$ cat config.mk
export PLATFORM = sky130hd
export DESIGN_NAME = fp_int_convert_pipe
export DESIGN_NICKNAME = d
export VERILOG_FILES = /design/src/rtl/fp_conv_pkg.sv /design/src/rtl/fp_int_convert_pipe_lzc.sv /design/src/rtl/fp_int_convert_pipe.sv
export SDC_FILE = /design/constraint.sdc
export NUM_CORES = 1
export LEC_CHECK = 0
export CELL_PAD_IN_SITES_DETAIL_PLACEMENT = 1
export CELL_PAD_IN_SITES_GLOBAL_PLACEMENT = 2
export CORE_MARGIN = 8
export CORE_UTILIZATION = 39
export CTS_BUF_LIST = sky130_fd_sc_hd__clkbuf_2 sky130_fd_sc_hd__clkbuf_4 sky130_fd_sc_hd__clkbuf_8
export DETAILED_ROUTE_END_ITERATION = 12
export PLACE_DENSITY_LB_ADDON = 0.1
export SETUP_SLACK_MARGIN = 0.2
export SLEW_MARGIN = 20
export SYNTH_ARGS = -nofsm -noshare
export SYNTH_HDL_FRONTEND = slang
export SYNTH_SLANG_ARGS = --single-unit
$ cat constraint.sdc
create_clock -name clk -period 9.1 [get_ports clk]
set_clock_uncertainty 0.2 [all_clocks]
set_input_delay 0.91 -clock clk [delete_from_list [all_inputs] [get_ports clk]]
set_output_delay 0.91 -clock clk [all_outputs]
set_load 0.02 [all_outputs]
$ cat src/rtl/fp_conv_pkg.sv
// Shared types, FP32 field geometry and rounding helpers for the float/integer
// conversion pipeline.
package fp_conv_pkg;

  typedef enum logic {OP_F2I = 1'b0, OP_I2F = 1'b1} op_e;

  typedef enum logic [1:0] {
    RM_RNE = 2'b00,
    RM_RZ  = 2'b01,
    RM_RUP = 2'b10,
    RM_RDN = 2'b11
  } rm_e;

  typedef enum logic [2:0] {
    CLS_ZERO,
    CLS_NORMAL,
    CLS_DENORM,
    CLS_INF,
    CLS_NAN
  } fp_class_e;

  localparam int FP_W      = 32;
  localparam int FP_EXP_W  = 8;
  localparam int FP_FRAC_W = 23;
  localparam int FP_SIG_W  = 24;
  localparam int EXP_BIAS  = 127;
  localparam logic [FP_EXP_W-1:0] EXP_SPECIAL = 8'hFF;

  // Saturated result for invalid conversions: the largest positive integer.
  function automatic logic [63:0] default_invalid(input int int_w);
    return (64'd1 << (int_w - 1)) - 64'd1;
  endfunction

  function automatic logic round_inc(input rm_e rm, input logic sign, input logic lsb,
                                     input logic guard, input logic sticky);
    logic inc;
    inc = 1'b0;
    case (rm)
      RM_RNE:  inc = guard & (sticky | lsb);
      RM_RZ:   inc = 1'b0;
      RM_RUP:  inc = !sign & (guard | sticky);
      RM_RDN:  inc = sign & (guard | sticky);
      default: inc = 1'b0;
    endcase
    return inc;
  endfunction

endpackage

$ cat src/rtl/fp_int_convert_pipe_lzc.sv
// Leading-zero counter; o_count = W and o_zero = 1 when the input is all zeros.
module lzc #(
  parameter int W  = 32,
  parameter int CW = $clog2(W + 1)
) (
  input  logic [W-1:0]  i_data,
  output logic [CW-1:0] o_count,
  output logic          o_zero
);

  always_comb begin
    // NOTE: every output gets a value before the loop, so no path leaves it unassigned (no latch).
    o_count = CW'(W);
    o_zero  = 1'b1;
    for (int i = 0; i < W; i++) begin
      if (i_data[i]) begin
        o_count = CW'(W - 1 - i);
        o_zero  = 1'b0;
      end
    end
  end

endmodule

$ cat src/rtl/fp_int_convert_pipe.sv
// Three-stage FP32 <-> signed integer converter (cvt.w.s / cvt.s.w) with a
// valid/ready handshake, all four rounding modes and a pass-through tag.
module fp_int_convert_pipe
  import fp_conv_pkg::*;
#(
  parameter int INT_W = 32,
  parameter int TAG_W = 5
) (
  input  logic             clk,
  input  logic             rst,
  input  logic             in_valid,
  output logic             in_ready,
  input  logic             in_op,
  input  logic [1:0]       in_rm,
  input  logic [INT_W-1:0] in_data,
  input  logic [TAG_W-1:0] in_tag,
  output logic             out_valid,
  input  logic             out_ready,
  output logic [INT_W-1:0] out_data,
  output logic [TAG_W-1:0] out_tag,
  output logic             out_inexact,
  output logic             out_invalid
);

  localparam int LZ_W = $clog2(INT_W + 1);
  localparam int FB   = FP_SIG_W + 1;  // fraction bits kept while aligning F2I
  localparam int AW   = INT_W + FB;
  localparam logic [63:0]      INV64   = default_invalid(INT_W);
  localparam logic [INT_W-1:0] MAX_POS = INV64[INT_W-1:0];
  localparam logic [INT_W:0]   LIM_POS = {1'b0, MAX_POS};
  localparam logic [INT_W:0]   LIM_NEG = LIM_POS + 1'b1;

  // ---------------- handshake ----------------
  logic r1_v, r2_v, r3_v;
  logic w_s1_adv, w_s2_adv, w_s3_adv, w_accept;

  assign w_s3_adv  = r3_v & out_ready;
  assign w_s2_adv  = r2_v & (!r3_v | w_s3_adv);
  assign w_s1_adv  = r1_v & (!r2_v | w_s2_adv);
  assign in_ready  = !r1_v | w_s1_adv;
  assign w_accept  = in_valid & in_ready;
  assign out_valid = r3_v;

  always_ff @(posedge clk) begin
    // NOTE: sequential state uses non-blocking assignments so every flop samples pre-edge values.
    if (rst) begin
      r1_v <= 1'b0;
      r2_v <= 1'b0;
      r3_v <= 1'b0;
    end else begin
      r1_v <= w_accept | (r1_v & !w_s1_adv);
      r2_v <= w_s1_adv | (r2_v & !w_s2_adv);
      r3_v <= w_s2_adv | (r3_v & !w_s3_adv);
    end
  end

  // ---------------- S1: unpack and classify ----------------
  logic [FP_W-1:0]      w_fp;
  logic [FP_EXP_W-1:0]  w_f_exp;
  logic [FP_FRAC_W-1:0] w_f_frac;
  logic                 w_sign, w_inv;
  fp_class_e            w_cls;
  logic [INT_W-1:0]     w_i_mag;

  assign w_fp     = FP_W'(in_data);
  assign w_f_exp  = w_fp[FP_W-2 -: FP_EXP_W];
  assign w_f_frac = w_fp[FP_FRAC_W-1:0];
  assign w_i_mag  = in_data[INT_W-1] ? ({INT_W{1'b0}} - in_data) : in_data;

  always_comb begin
    w_sign = 1'b0;
    w_inv  = 1'b0;
    w_cls  = CLS_NORMAL;
    if (op_e'(in_op) == OP_I2F) begin
      w_sign = in_data[INT_W-1];
    end else begin
      w_sign = w_fp[FP_W-1];
      if (w_f_exp == EXP_SPECIAL) begin
        w_cls = (w_f_frac != '0) ? CLS_NAN : CLS_INF;
        w_inv = 1'b1;
      end else if (w_f_exp == '0) begin
        w_cls = (w_f_frac != '0) ? CLS_DENORM : CLS_ZERO;
      end else if (int'(w_f_exp) >= EXP_BIAS + INT_W) begin
        w_inv = 1'b1;  // magnitude >= 2^INT_W cannot fit for either sign
      end
    end
  end

  op_e                  r1_op;
  rm_e                  r1_rm;
  logic [TAG_W-1:0]     r1_tag;
  logic                 r1_sign, r1_inv;
  fp_class_e            r1_cls;
  logic [FP_EXP_W-1:0]  r1_exp;
  logic [FP_FRAC_W-1:0] r1_frac;
  logic [INT_W-1:0]     r1_mag;

  // NOTE: datapath registers carry no reset; the valid bits alone decide whether their contents matter.
  always_ff @(posedge clk) begin
    if (w_accept) begin
      r1_op   <= op_e'(in_op);
      r1_rm   <= rm_e'(in_rm);
      r1_tag  <= in_tag;
      r1_sign <= w_sign;
      r1_inv  <= w_inv;
      r1_cls  <= w_cls;
      r1_exp  <= w_f_exp;
      r1_frac <= w_f_frac;
      r1_mag  <= w_i_mag;
    end
  end

  // ---------------- S2: normalise (I2F) / align (F2I) ----------------
  logic [LZ_W-1:0]       w_lz;
  logic                  w_mag_zero;
  logic [INT_W-1:0]      w_norm;
  logic [INT_W+FB-1:0]   w_i_ext;
  logic [FP_SIG_W-1:0]   w_i_mant;
  logic [FP_EXP_W-1:0]   w_i_exp;
  logic                  w_i_guard, w_i_sticky;

  lzc #(.W(INT_W), .CW(LZ_W)) u_lzc (
    .i_data  (r1_mag),
    .o_count (w_lz),
    .o_zero  (w_mag_zero)
  );

  assign w_norm     = r1_mag << w_lz;
  assign w_i_ext    = {w_norm, {FB{1'b0}}};
  assign w_i_mant   = w_i_ext[INT_W+FB-1 -: FP_SIG_W];
  assign w_i_guard  = w_i_ext[INT_W];
  assign w_i_sticky = |w_i_ext[INT_W-1:0];
  assign w_i_exp    = FP_EXP_W'(EXP_BIAS + INT_W - 1 - int'(w_lz));

  logic [AW-1:0]    w_f_al;
  logic [INT_W-1:0] w_f_int;
  logic             w_f_guard, w_f_sticky;

  always_comb begin
    w_f_al     = '0;
    w_f_int    = '0;
    w_f_guard  = 1'b0;
    w_f_sticky = 1'b0;
    if (r1_cls == CLS_DENORM) begin
      w_f_sticky = 1'b1;
    end else if (r1_cls == CLS_NORMAL && !r1_inv) begin
      // Values below 1/4 never reach the guard position: collapse them into sticky.
      if (r1_exp < FP_EXP_W'(EXP_BIAS - 2)) begin
        w_f_sticky = 1'b1;
      end else begin
        w_f_al     = AW'({1'b1, r1_frac}) << (r1_exp - FP_EXP_W'(EXP_BIAS - 2));
        w_f_int    = w_f_al[AW-1:FB];
        w_f_guard  = w_f_al[FB-1];
        w_f_sticky = |w_f_al[FB-2:0];
      end
    end
  end

  op_e                 r2_op;
  rm_e                 r2_rm;
  logic [TAG_W-1:0]    r2_tag;
  logic                r2_sign, r2_inv, r2_guard, r2_sticky;
  fp_class_e           r2_cls;
  logic [INT_W-1:0]    r2_int;
  logic [FP_SIG_W-1:0] r2_mant;
  logic [FP_EXP_W-1:0] r2_exp;

  always_ff @(posedge clk) begin
    if (w_s1_adv) begin
      r2_op   <= r1_op;
      r2_rm   <= r1_rm;
      r2_tag  <= r1_tag;
      r2_sign <= r1_sign;
      r2_inv  <= r1_inv;
      r2_int  <= w_f_int;
      r2_mant <= w_i_mant;
      r2_exp  <= w_i_exp;
      if (r1_op == OP_I2F) begin
        r2_cls    <= w_mag_zero ? CLS_ZERO : CLS_NORMAL;
        r2_guard  <= w_i_guard;
        r2_sticky <= w_i_sticky;
      end else begin
        r2_cls    <= r1_cls;
        r2_guard  <= w_f_guard;
        r2_sticky <= w_f_sticky;
      end
    end
  end

  // ---------------- S3: round, pack, flags ----------------
  logic [INT_W:0]       w_f_mag;
  logic                 w_f_ovf;
  logic [INT_W-1:0]     w_f_res;
  logic [FP_SIG_W:0]    w_i_rnd;
  logic [FP_EXP_W-1:0]  w_i_exp_r;
  logic [FP_FRAC_W-1:0] w_i_frac;
  logic [FP_W-1:0]      w_i_pack;

  assign w_f_mag   = {1'b0, r2_int}
                   + (INT_W+1)'(round_inc(r2_rm, r2_sign, r2_int[0], r2_guard, r2_sticky));
  assign w_f_ovf   = r2_sign ? (w_f_mag > LIM_NEG) : (w_f_mag > LIM_POS);
  assign w_f_res   = r2_sign ? ({INT_W{1'b0}} - w_f_mag[INT_W-1:0]) : w_f_mag[INT_W-1:0];

  // A carry out of the mantissa only happens from all-ones, leaving 1.0 at the next exponent.
  assign w_i_rnd   = {1'b0, r2_mant}
                   + (FP_SIG_W+1)'(round_inc(r2_rm, r2_sign, r2_mant[0], r2_guard, r2_sticky));
  assign w_i_exp_r = r2_exp + FP_EXP_W'(w_i_rnd[FP_SIG_W]);
  assign w_i_frac  = w_i_rnd[FP_SIG_W] ? w_i_rnd[FP_SIG_W-1:1] : w_i_rnd[FP_FRAC_W-1:0];
  assign w_i_pack  = {r2_sign, w_i_exp_r, w_i_frac};

  logic [INT_W-1:0] w_res;
  logic             w_inx, w_invf;

  always_comb begin
    w_res  = '0;
    w_inx  = 1'b0;
    w_invf = 1'b0;
    if (r2_op == OP_I2F) begin
      if (r2_cls != CLS_ZERO) begin
        w_res = INT_W'(w_i_pack);
        w_inx = r2_guard | r2_sticky;
      end
    end else if (r2_inv || (r2_cls == CLS_NORMAL && w_f_ovf)) begin
      w_res  = MAX_POS;
      w_invf = 1'b1;
    end else if (r2_cls == CLS_NORMAL) begin
      w_res = w_f_res;
      w_inx = r2_guard | r2_sticky;
    end else begin
      w_inx = r2_sticky;
    end
  end

  logic [INT_W-1:0] r3_data;
  logic [TAG_W-1:0] r3_tag;
  logic             r3_inexact, r3_invalid;

  always_ff @(posedge clk) begin
    if (rst) begin
      r3_data    <= '0;
      r3_tag     <= '0;
      r3_inexact <= 1'b0;
      r3_invalid <= 1'b0;
    end else if (w_s2_adv) begin
      r3_data    <= w_res;
      r3_tag     <= r2_tag;
      r3_inexact <= w_inx;
      r3_invalid <= w_invf;
    end
  end

  assign out_data    = r3_data;
  assign out_tag     = r3_tag;
  assign out_inexact = r3_inexact;
  assign out_invalid = r3_invalid;

endmodule

==> results.md <==
- Tightest Hold Check Type: flop to flop
- Dpl hpwl: 36500 µm
- DRC violations left: 0
- Clock sinks: 196
- Pin count of the biggest net entering global routing: 80
- CP Launch Type: flop
- Crit share post-route: 70.4%
- Crit end category: flop
- Status: finished clean
- Placed cells: 1974
- Final setup margin: 2.69 ns
- CTS Hold Buffers Added: 0
- Setup TNS Final: 0 ns
- Design Area, Final: 15400 µm²
- WS Path Type: flop to flop
- Synth Warn #: 0
- ANT cells: 0
- CP max FO: 36
- RR Startpoint: r2_sign$_DFFE_PP_
- Initial core utilization: 39.6%
- Leakage: 5.11 nW
- Area after DPL: 15000 µm²
- Total setup buffers inserted after CTS: 0
- Initial DRC count: 860
- Flops & latches, synth: 196
- Share of async-settable or async-resettable flops after synthesis: 0%
- Final setup fails: 0
- Final Slew Violations: 0
- DR WL/cell: 23.5 µm
- Insertion delay to the later sink of the worst-skew pair: 0.50 ns
- Worst reg2reg endpoint: out_data[20]$_SDFFE_PP0P_
- Largest area contributor in the netlist: edfxtp_1
- Origin of the worst setup path: r2_sign$_DFFE_PP_
- Layout area overhead: 12.2%
- Die width: 203 µm
- Vias in the first global route: 12400
- CTS clk-pin slew, worst paths: 0.12 ns
- Layout cells sized above 1: 7.93%
- GRT overflow: 0
- Pwr/cell area: 156 nW/µm²
- Final non-filler cell total: 2006
- Distinct cells, synth: 79
- Final hold violations: 0
- Worst path arrival time: 6.59 ns
- Nets: 1593
- Max_slew headroom: 32.9%
- Tot Pwr: 2.39 mW
- Worst-margin pin slew: 1.01 ns
- Post-synthesis average cell area: 9.10 µm²
- Max Root-Sink Buffers: 2
- Global Route Usage Sum: 22.4%
- CTS buffer count: 17
- Crit path required time: 9.28 ns
- CTS tree: done
- Synth Flop Type: edfxtp_1
- Post-Route Utilization: 44.5%
- Top-count cell post-synth: nand2_1
- Synth top area share: 33.8%
- I/O Buffers: 84
- Hold_ws: 0.234 ns
- PostCTS Resize Cnt: 0
- Die Span Y: 203 µm
- RSZ-0062 raised after global routing: no
- Synthesized Nets: 1560
- Post-synth EDFFs: 154
- H-tree depth: 4
- Pre-antenna DRT Iters: 5
- Fillcell total: 3982
- Vias post-DR: 12200
- Initial antenna violation count: 2
- Mapped Area: 13700 µm²
- R2r setup slk: 2.69 ns
- Site Rows: 68
- First-pass GRT wire length: 73300 µm
- Worst VDD drop: 94.7 µV
- CTS root buffer: clkbuf_8
- Min cycle time layout: 6.41 ns
- HP Start: r1_tag[3]$_DFFE_PP_
- Place WS: 2.75 ns
- Die Footprint: 41400 µm²
- Max-cap viol count: 0
- I/O pins: 85
- Area contributors post-synth: edfxtp_1 34%, dfxtp_1 6.1%, xnor2_1 5.9%
- R2R depth: 17
- Seq/Total Area, Yosys: 39.9%
- Critical Path Sink: out_data[20]$_SDFFE_PP0P_
- Commonest cells post-synth: 161 x nand2_1, 154 x edfxtp_1, 133 x nor2_1
- Routed Antenna Nets: 0
- Routed WL: 47100 µm
- FMAX: 156 MHz
- Final RePlAce weighted congestion: 0.878
- Cells after Synth: 1505
- Total core area: 34500 µm²
- DR vias/cell: 6.06
-- worst max-delay path, stage by stage, from the launching register on --
cell,delay (ns)
edfxtp_1,0.33
buf_4,0.30
nand2_1,0.12
a21oi_1,0.15
o21ai_0,0.12
nor2_1,0.12
ha_1,0.34
ha_1,0.36
nand4_1,0.52
or3_1,0.52
a2111oi_0,0.67
o211ai_1,0.34
a211oi_1,0.25
nand4bb_1,0.14
a211oi_1,0.48
or3_1,0.79
a21boi_4,0.41
a31oi_1,0.14
-- metal layers --
layer / wire (µm) / global-route usage (%)
met5: 20 / 0
met4: 1180 / 7.20
met3: 2060 / 3.57
met2: 22700 / 38.1
met1: 21100 / 28.8
-- final cells by class --
class / count / area, µm² / share of cell area (%)
clock buffer: 17 / 234 / 1.52
clock inverter: 15 / 175 / 1.14
inverter: 36 / 135 / 0.879
multi-input combinational: 1182 / 7800 / 50.7
sequential: 196 / 5470 / 35.6
tap: 455 / 569 / 3.70
timing repair buffer: 105 / 993 / 6.46
-- worst min path at each step --
stage	endpoint	slack (ns)	cells after the start
5_1_grt	r2_tag[3]$_DFFE_PP_	0.26	0
3_3_place_gp	r2_tag[0]$_DFFE_PP_	0.20	0
4_1_cts	r2_tag[3]$_DFFE_PP_	0.24	0
6_report	r2_tag[3]$_DFFE_PP_	0.23	0
3_5_place_dp	r2_tag[2]$_DFFE_PP_	0.21	0
2_1_floorplan	r2_rm[0]$_DFFE_PP_	0.20	0
-- flip-flops by register name, indices dropped and copies added, names as in the netlist, 8 cells and up --
name and cells:
r2_mant 24, r1_exp 8, r2_exp 8, r1_frac 23, out_data 32, r1_mag 31, r2_int 32
-- report_power, final --
group          switching [mW]  leakage (nW)  internal, mW  total [mW]
clock network           0.360         0.211         0.235       0.594
logic                   0.421          3.14         0.258       0.679
registers              0.0787          1.76          1.04        1.12
-- cell families after synthesis --
logic type / synth area share [%]
XOR/XNOR: 7.67
AND/OR/NAND/NOR: 20.2
AO/OA/AOI/OAI: 18.2
flip-flops: 39.9
multiplexers: 9.44
buffers and inverters: 3.60
adder cells (fa/ha/maj): 1.00
-- layout by cell type (no fill, tap or decap), types with 23 or more instances in the layout --
cell type / netlist / routed
a21oi_1: 102 / 102
a22oi_1: 23 / 23
a31oi_1: 28 / 27
clkdlybuf4s50_1: 0 / 83
dfxtp_1: 42 / 42
edfxtp_1: 154 / 154
inv_1: 33 / 33
mux2i_1: 65 / 65
nand2_1: 161 / 160
nand3_1: 58 / 58
nor2_1: 133 / 133
nor3_1: 45 / 45
o21ai_0: 81 / 81
o31ai_1: 24 / 24
xnor2_1: 92 / 90
xor2_1: 28 / 26
(Power assumes the default switching activity.)
